===== src/rtl/data_mem_ctrl.sv =====
// data_mem_ctrl: bridges a 32-bit MEM-stage load/store onto a 16-bit external SRAM.
// Each word access is split into a low and a high half-word phase. Each phase lasts
// WAIT_CYCLES cycles. The pipeline is frozen (ready=0) until the word completes.
//
// Ports:
//   clk, rst           - clock, asynchronous active-low reset
//   rd_en, wr_en       - load / store request (held stable while ready=0)
//   address, wdata     - byte address and store data from the MEM stage
//   rdata              - last completed load word
//   ready              - 0 freezes the pipeline
//   sram_addr          - half-word SRAM address {word index, half select}
//   sram_dq_out/_in    - SRAM write / read data
//   sram_dq_oe         - 1 when the controller drives DQ
//   sram_we_n          - SRAM write enable, active-low
module data_mem_ctrl #(
  parameter int unsigned ADDR_W      = 32,
  parameter int unsigned WORD_W      = 32,
  parameter int unsigned SRAM_ADDR_W = 18,
  parameter int unsigned WAIT_CYCLES = 5   // legal range 1..15
) (
  input  logic                   clk,
  input  logic                   rst,
  input  logic                   rd_en,
  input  logic                   wr_en,
  input  logic [ADDR_W-1:0]      address,
  input  logic [WORD_W-1:0]      wdata,
  output logic [WORD_W-1:0]      rdata,
  output logic                   ready,
  output logic [SRAM_ADDR_W-1:0] sram_addr,
  output logic [15:0]            sram_dq_out,
  input  logic [15:0]            sram_dq_in,
  output logic                   sram_dq_oe,
  output logic                   sram_we_n
);

  localparam int unsigned IdxW      = SRAM_ADDR_W - 1;
  localparam logic [3:0]  LastCnt   = 4'(WAIT_CYCLES - 1);
  localparam logic [ADDR_W-1:0] DmemBase = ADDR_W'(1024);

  typedef enum logic [1:0] {StIdle, StLow, StHigh, StDone} state_e;

  state_e              state_q, state_d;
  logic [3:0]          cnt_q, cnt_d;
  logic                is_wr_q, is_wr_d;
  logic [IdxW-1:0]     idx_q, idx_d;
  logic [WORD_W-1:0]   wdata_q, wdata_d;
  logic [WORD_W-1:0]   rdata_q, rdata_d;

  logic [ADDR_W-1:0]   offset;
  logic                req;
  logic                last;
  logic                wr_phase;
  logic                unused_offset_bits;

  // Word index wraps modulo the SRAM size; byte-lane bits are ignored.
  assign offset             = address - DmemBase;
  assign unused_offset_bits = ^{offset[ADDR_W-1:SRAM_ADDR_W+1], offset[1:0]};
  assign req                = rd_en | wr_en;
  assign last               = (cnt_q == LastCnt);

  // State register
  always_ff @(posedge clk or negedge rst) begin
    if (!rst) begin
      state_q <= StIdle;
      cnt_q   <= '0;
      is_wr_q <= 1'b0;
      idx_q   <= '0;
      wdata_q <= '0;
      rdata_q <= '0;
    end else begin
      state_q <= state_d;
      cnt_q   <= cnt_d;
      is_wr_q <= is_wr_d;
      idx_q   <= idx_d;
      wdata_q <= wdata_d;
      rdata_q <= rdata_d;
    end
  end

  // Next-state logic
  always_comb begin
    state_d = state_q;
    cnt_d   = cnt_q;
    is_wr_d = is_wr_q;
    idx_d   = idx_q;
    wdata_d = wdata_q;
    rdata_d = rdata_q;
    unique case (state_q)
      StIdle: begin
        if (req) begin
          is_wr_d = wr_en;  // store wins when both are requested
          idx_d   = offset[SRAM_ADDR_W:2];
          wdata_d = wdata;
          cnt_d   = '0;
          state_d = StLow;
        end
      end
      StLow: begin
        if (last) begin
          cnt_d   = '0;
          state_d = StHigh;
          if (!is_wr_q) rdata_d[15:0] = sram_dq_in;
        end else begin
          cnt_d = cnt_q + 4'd1;
        end
      end
      StHigh: begin
        if (last) begin
          cnt_d   = '0;
          state_d = StDone;
          if (!is_wr_q) rdata_d[31:16] = sram_dq_in;
        end else begin
          cnt_d = cnt_q + 4'd1;
        end
      end
      // The request still visible here is the one just served; never restart it.
      StDone:  state_d = StIdle;
      default: state_d = StIdle;
    endcase
  end

  // Outputs: pure decodes of registered state, so they are stable for a whole phase.
  always_comb begin
    wr_phase    = is_wr_q && ((state_q == StLow) || (state_q == StHigh));
    ready       = (state_q == StDone) || ((state_q == StIdle) && !req);
    sram_addr   = {idx_q, (state_q == StHigh)};
    sram_dq_oe  = wr_phase;
    sram_we_n   = !wr_phase;
    sram_dq_out = '0;
    if (wr_phase) begin
      sram_dq_out = (state_q == StHigh) ? wdata_q[31:16] : wdata_q[15:0];
    end
  end

  assign rdata = rdata_q;

endmodule

===== config.mk =====
export PLATFORM = sky130hd
export DESIGN_NAME = data_mem_ctrl
export DESIGN_NICKNAME = d
export VERILOG_FILES = /design/src/rtl/data_mem_ctrl.sv
export SDC_FILE = /design/constraint.sdc
export NUM_CORES = 1
export LEC_CHECK = 0
export CAP_MARGIN = 20
export CORE_ASPECT_RATIO = 1.4
export CORE_MARGIN = 8
export CORE_UTILIZATION = 47
export CTS_CLUSTER_DIAMETER = 200
export DETAILED_ROUTE_END_ITERATION = 16
export GPL_TIMING_DRIVEN = 0
export PLACE_DENSITY_LB_ADDON = 0.12
export SYNTH_ARGS = -nofsm -noshare
export SYNTH_HDL_FRONTEND = slang
export SYNTH_SLANG_ARGS = --single-unit

===== constraint.sdc =====
create_clock -name clk -period 3.4 [get_ports clk]
set_clock_uncertainty 0.1 [all_clocks]
set_input_delay 0.68 -clock clk [delete_from_list [all_inputs] [get_ports clk]]
set_output_delay 0.68 -clock clk [all_outputs]
set_load 0.05 [all_outputs]

==> results of run 1 <==
==> flip-flops by register name, summed over array words and instances, names as in the netlist <==
register  flops
rdata        32
state_q       2
wdata_q      32
cnt_q         4
idx_q        17
is_wr_q       1
==> worst paths after layout <==
check | from | endpoint | slack [ps]
setup / recovery | wr_en | ready | 80
hold / removal | rst | state_q[0] | 160
setup reg to reg | state_q[0] | wdata_q[5] | 1330
hold reg to reg | wdata_q[1] | wdata_q[1] | 370
max in group asynchronous | rst | rdata[30] | 2430
min in group clk | wdata_q[1] | wdata_q[1] | 370
==> power groups by stage <==
stage / Sequential (mW) / Clock [mW] / Combinational, mW
4_1_cts: 1.86 / 1.08 / 3.69
5_1_grt: 1.93 / 1.13 / 3.90
6_report: 1.86 / 1.06 / 3.65
3_3_place_gp: 1.85 / 0 / 3.66
2_1_floorplan: 2.86 / 0 / 1.46
3_5_place_dp: 1.88 / 0 / 3.72
==> per-stage QoR <==
step	hold WS (ps)	setup WS (ps)	setup TNS (ps)	util (%)
after floorplan	284	278	0	-
after global placement	356	-1600	-140670	66.3
after detailed placement	361	-79.9	-214	66.6
after CTS	159	4.93	0	70.7
after global routing	177	11.1	0	70.6
final	158	83.0	0	70.6
==> timing repair <==
action	in CTS	in global routing
resized for setup	38	4
setup endpoints to repair	18	12
buffers inserted	0	0
==> worst register-to-register path: stages (launching register included) <==
cell      delay (ps)
dfrtp_1          380
inv_1             90
ha_1             260
o21ai_1          190
clkbuf_1         380
clkbuf_1         410
nand2_1          120
nand2_1           80
==> cell families (layout without fill, tap and decap cells) <==
kind of cell	count (synthesis)	count (layout)	share of synthesized area [%]
AND/OR/NAND/NOR	173	173	19.1
multiplexers	49	49	13.8
flip-flops	88	88	57.3
buffers and inverters	23	175	2.38
adder cells (fa/ha/maj)	8	8	2.61
XOR/XNOR	2	2	0.456
AO/OA/AOI/OAI	25	25	4.30
==> per-layer routing <==
layer  part of all wire, %  global-route usage [%]
met1                    41                    21.5
met5                     0                       0
met4                   1.9                    7.58
met3                   9.1                    6.44
met2                    48                    30.9
==> cell type report <==
| type | instances | share of cell area, % |
|---|---|---|
| buffer | 15 | 1.08 |
| clock buffer | 12 | 4.51 |
| clock inverter | 3 | 1.14 |
| inverter | 7 | 0.462 |
| multi-input combinational | 257 | 27.3 |
| sequential | 88 | 38.7 |
| tap | 102 | 2.24 |
| timing repair buffer | 138 | 24.6 |
==> layout by cell type (no fill, tap or decap), types with 2 or more instances in the layout <==
cell,count
ha_1,8
clkbuf_16,9
o31ai_1,3
xnor2_1,2
nand2b_1,4
nand2_1,127
clkbuf_1,11
mux2i_1,16
buf_2,4
nand2_2,3
bufinv_16,2
clkdlybuf4s50_1,118
dlygate4sd2_1,6
o21ai_0,9
a32o_1,3
inv_1,7
a31oi_1,5
clkbuf_8,2
dfrtp_1,88
nor3b_1,2
mux2_2,32
or3b_1,2
or4_1,2
or3_1,2
nor2_1,23
clkdlybuf4s15_2,10
==> results.yml, run 1 <==
status:
  status: "finished, final reports clean"
synthesis:
  synth-warning-count: 0
  synth_commonest_cells: "nand2_1 (128), dfrtp_1 (88), mux2_2 (32), nor2_1 (23), mux2i_1 (16)"
  syn_inst: 368
  ys_types: 35
  postSynthAreaPerCell_um2: 10.4
  syn_nets: 460
  ys.flop_type: "dfrtp_1"
  async_flop_share_pct: 100
  yosysTopAreaCellShare_pct: 57.3
  yosysMostFrequentCell: "nand2_1"
  synth_area_leaders: "dfrtp_1 (57%), nand2_1 (13%), mux2_2 (9.4%)"
  synth-edff-count: 0
  ys_ff_latch: 88
  synth_top_area_cell: "dfrtp_1"
  netlist_area_mm2: 0.00384
  yosysSeqAreaShare_pct: 57.3
power:
  p_per_area_mw_per_mm2: 1160
  p_sw_share_pct: 46.7
  internal-power_mw: 3.50
  leakagePower_nw: 2.60
  irDropWorstVdd_uv: 618
  total_power_mw: 6.57
  p_switching_mw: 3.07
  clockPowerShare_pct: 16.2
  p_comb_share_pct: 55.5
  p_seq_share_pct: 28.3
cts:
  clockBufferDepth: 2
  cts_hold_buffers: 0
  clkTransAtPathRegs_ps: 60
  root_buffer: "clkbuf_16"
  cts_sinks: 88
  cts_max_level: 3
  cts_tree: "built"
  clock_latency_ps: 330
  cts_buffers: 9
final_layout:
  multi_input_area_mm2: 0.00155
  areaGrowthSynthToFinish_pct: 48.0
  final_area_mm2: 0.00569
  drive_above_1_share_pct: 13.3
  seq_area_mm2: 0.00220
  finalNonFillerCells: 622
  nets: 608
  n_fill_cell: 624
  num_antenna_cells: 0
setup_path:
  worst-endpoint-required_ps: 2620
  rr_worst_depth: 7
  crit_arrival_ps: 2540
  worstPathMaxFanout: 5
  path_cells: "clkdlybuf4s50_1 > or3b_1 > nand2b_1 > clkdlybuf4s50_1"
  crit_top_cell: "clkdlybuf4s50_1"
  worst-path-buf-inv: 2
  startpoint_type: "primary input"
  crit_slowest_cell: "clkdlybuf4s50_1"
  worstSetupEndpointType: "output port"
  cpPeakStageDelay_ps: 800
  crit_type: "in -> out"
  path_delay_family: "buffers and inverters"
  critical_path_depth: 4
grt:
  antenna_found_initial: 0
  grt-ovfl-total: 0
  grt_max_degree: 65
  first_global_vias: 3414
  grt_pass1_wl_mm: 16.8
  track_usage_pct: 18.6
routing:
  ant_nets: 0
  viasPerCell: 5.04
  dr_total_vias: 3132
  drt_pass1_iterations: 5
  drc: 0
  wl_mm: 10.0
  drtIter0Drc: 110
  wl_per_cell_um: 16.1
die:
  die-width_um: 92.4
  ios: 153
  die_y_um: 123
  dieArea_mm2: 0.0114
  start_util_pct: 47.7
  rows: 39
  core-area_mm2: 0.00805
sta:
  relSlewSlack_pct: 64.1
  rsz0062_at_grt: "no"
  fin_crit_sh_pct: 97.6
  hold_viol_final: 0
  drv_slew: 0
  tightestPinTransition_ps: 540
  clock.fmax_mhz: 301
  layout_min_cycle_time_ps: 3320
  setup_violations: 0
place:
  dp_cells: 608
  io_buffers: 137
  place.gp.congestion: 0.758
  placed_cell_area_mm2: 0.00537
  dp_hpwl_mm: 7.47
flow_run:
  drv_cap: 0
min_path:
  hp-class: "in -> async"
(Power assumes the default switching activity.)
==> inputs of run 2 (changes only) <==
--- a/config.mk
+++ b/config.mk
@@ -11,7 +11,6 @@
 export CORE_UTILIZATION = 47
 export CTS_CLUSTER_DIAMETER = 200
 export DETAILED_ROUTE_END_ITERATION = 16
-export GPL_TIMING_DRIVEN = 0
 export PLACE_DENSITY_LB_ADDON = 0.12
 export SYNTH_ARGS = -nofsm -noshare
 export SYNTH_HDL_FRONTEND = slang
==> run 2 against run 1 <==
Final cell count fell by 1.6%. Worst setup slack better by 210 ps. Sequential share of layout area is 0.85 points lower. Worst hold slack gained 160 ps. Total power grew 3.6%. First-iteration DRC count up 16%. Critical path depth increased by 1. Global-route usage down 0.38 points. Utilization grew 1.6 points. Critical path type is now reg -> out. Highest routed layer unchanged.
==> results.yml, run 2 (synthesis results as in run 1) <==
power:
  p_per_area_mw_per_mm2: 1170
  p_seq_share_pct: 27.3
  p_comb_share_pct: 57.4
  clockPowerShare_pct: 15.3
  internal-power_mw: 3.70
  p_sw_share_pct: 45.7
  p_switching_mw: 3.11
  irDropWorstVdd_uv: 629
  leakagePower_nw: 2.64
die:
  die_y_um: 123
  core-area_mm2: 0.00805
  die-width_um: 92.4
  start_util_pct: 47.7
  dieArea_mm2: 0.0114
  rows: 39
  ios: 153
grt:
  antenna_found_initial: 0
  track_usage_pct: 18.2
  grt_max_degree: 62
  first_global_vias: 3332
  grt_pass1_wl_mm: 16.4
  grt-ovfl-total: 0
final_layout:
  fin_util_pct: 72.2
  mostFrequentLayoutCells: "nand2_1 (128), clkdlybuf4s50_1 (116), dfrtp_1 (88)"
  nets: 598
  layout.cells.most_common: "nand2_1"
  drive_above_1_share_pct: 15.9
  areaGrowthSynthToFinish_pct: 51.3
  num_antenna_cells: 0
setup_path:
  r2r_end: "idx_q[1]"
  worstSetupEndpointType: "output port"
  startpoint_type: "flop"
  rr_worst_depth: 6
  regToRegSetupSlack_ps: 1320
  worst-endpoint-required_ps: 2620
  crit_arrival_ps: 2330
  r2r_start: "state_q[0]"
  worstPathMaxFanout: 18
  crit_type: "reg -> out"
cts:
  cts_max_level: 3
  clockBufferDepth: 2
  cts_resized: 0
  clock_latency_ps: 330
  cts_buffers: 9
  root_buffer: "clkbuf_16"
  postCtsSetupRepairBufs: 0
  cts_hold_buffers: 0
  clkTransAtPathRegs_ps: 60
  cts_sinks: 88
  cts_tree: "built"
min_path:
  hp-class: "in -> async"
sta:
  layout_min_cycle_time_ps: 3110
  relSlewSlack_pct: 47.6
  tns_ps: 0
  rsz0062_at_grt: "no"
  hold_viol_final: 0
  drv_slew: 0
  tightestPinTransition_ps: 786
  setup_violations: 0
  postLayoutSetupSlackWorst_ps: 289
  fin_crit_sh_pct: 91.5
  clock.fmax_mhz: 321
routing:
  drc: 0
  viasPerCell: 5.13
  wl_per_cell_um: 16.2
  drt_pass1_iterations: 4
  drtIter0Drc: 128
  ant_nets: 0
  dr_total_vias: 3139
  wl_mm: 9.91
place:
  dp_hpwl_mm: 7.07
  place.gp.congestion: 0.806
  io_buffers: 137
  dp_slack_ps: 621
status:
  status: "finished, final reports clean"
flow_run:
  drv_cap: 0
==> run 2: changes by cell type in the layout (fill, tap and decap cells not counted), sizes merged <==
cell           before  now
clkbuf             23   10
clkinv              1    2
dlygate4sd2         6    0
clkdlybuf4s15      11    0
buf                 7   27
clkdlybuf4s50     118  116
clkinvlp            0    1
==> run 2: cell type report <==
| type | instances | area (µm²) |
|---|---|---|
| fillers | 600 | 2240 |
| flip-flops and latches | 88 | 2200 |
| repair buffers | 143 | 1580 |
| multi-input cells | 257 | 1560 |
| clock buffers | 10 | 239 |
| well taps | 102 | 128 |
| clock inverters | 5 | 81.3 |
| inverters | 7 | 26.3 |
==> run 2: worst max-delay path: stages, from the launching register on <==
cell and delay [ps]:
dfrtp_1 370, inv_1 100, ha_1 440, nand2_1 520
nor2_1 380, buf_12 180
==> run 2: per-stage QoR <==
stage	total power, mW	hold slack, ps	area (µm²)	cells
floorplan	4.32	284	3840	368
global placement	5.71	356	5490	597
detailed placement	5.81	362	5490	597
CTS	6.89	344	5810	612
global route	7.20	380	5810	612
finish	6.81	322	5810	612
==> run 2: worst max-delay path by stage <==
stage,from,end,slack [ps],cells after the start
after floorplan,state_q[0],sram_dq_out[10],280,6
after global placement,state_q[0],sram_dq_out[0],640,5
after detailed placement,state_q[1],sram_dq_out[3],620,5
after CTS,state_q[1],sram_dq_out[3],260,5
after global routing,state_q[1],sram_dq_out[4],70,5
final,state_q[0],sram_dq_out[10],290,5
==> run 2: per-layer routing <==
| metal | global-route usage (%) | vias up | part of all wire, % | routed length (µm) |
|---|---|---|---|---|
| met2 | 30.0 | 106 | 50 | 4910 |
| li1 | - | 1488 | - | - |
| met5 | 0 | - | 0 | 0 |
| met4 | 6.07 | 0 | 1.1 | 111 |
| met3 | 8.32 | 10 | 10 | 1010 |
| met1 | 20.5 | 1535 | 39 | 3870 |
==> run 2: power groups by stage <==
stage / sequential, mW / clock (mW) / combinational [mW]
2_1_floorplan: 2.86 / 0 / 1.46
3_3_place_gp: 1.84 / 0 / 3.87
3_5_place_dp: 1.87 / 0 / 3.94
4_1_cts: 1.86 / 1.07 / 3.96
5_1_grt: 1.92 / 1.12 / 4.15
6_report: 1.86 / 1.04 / 3.91
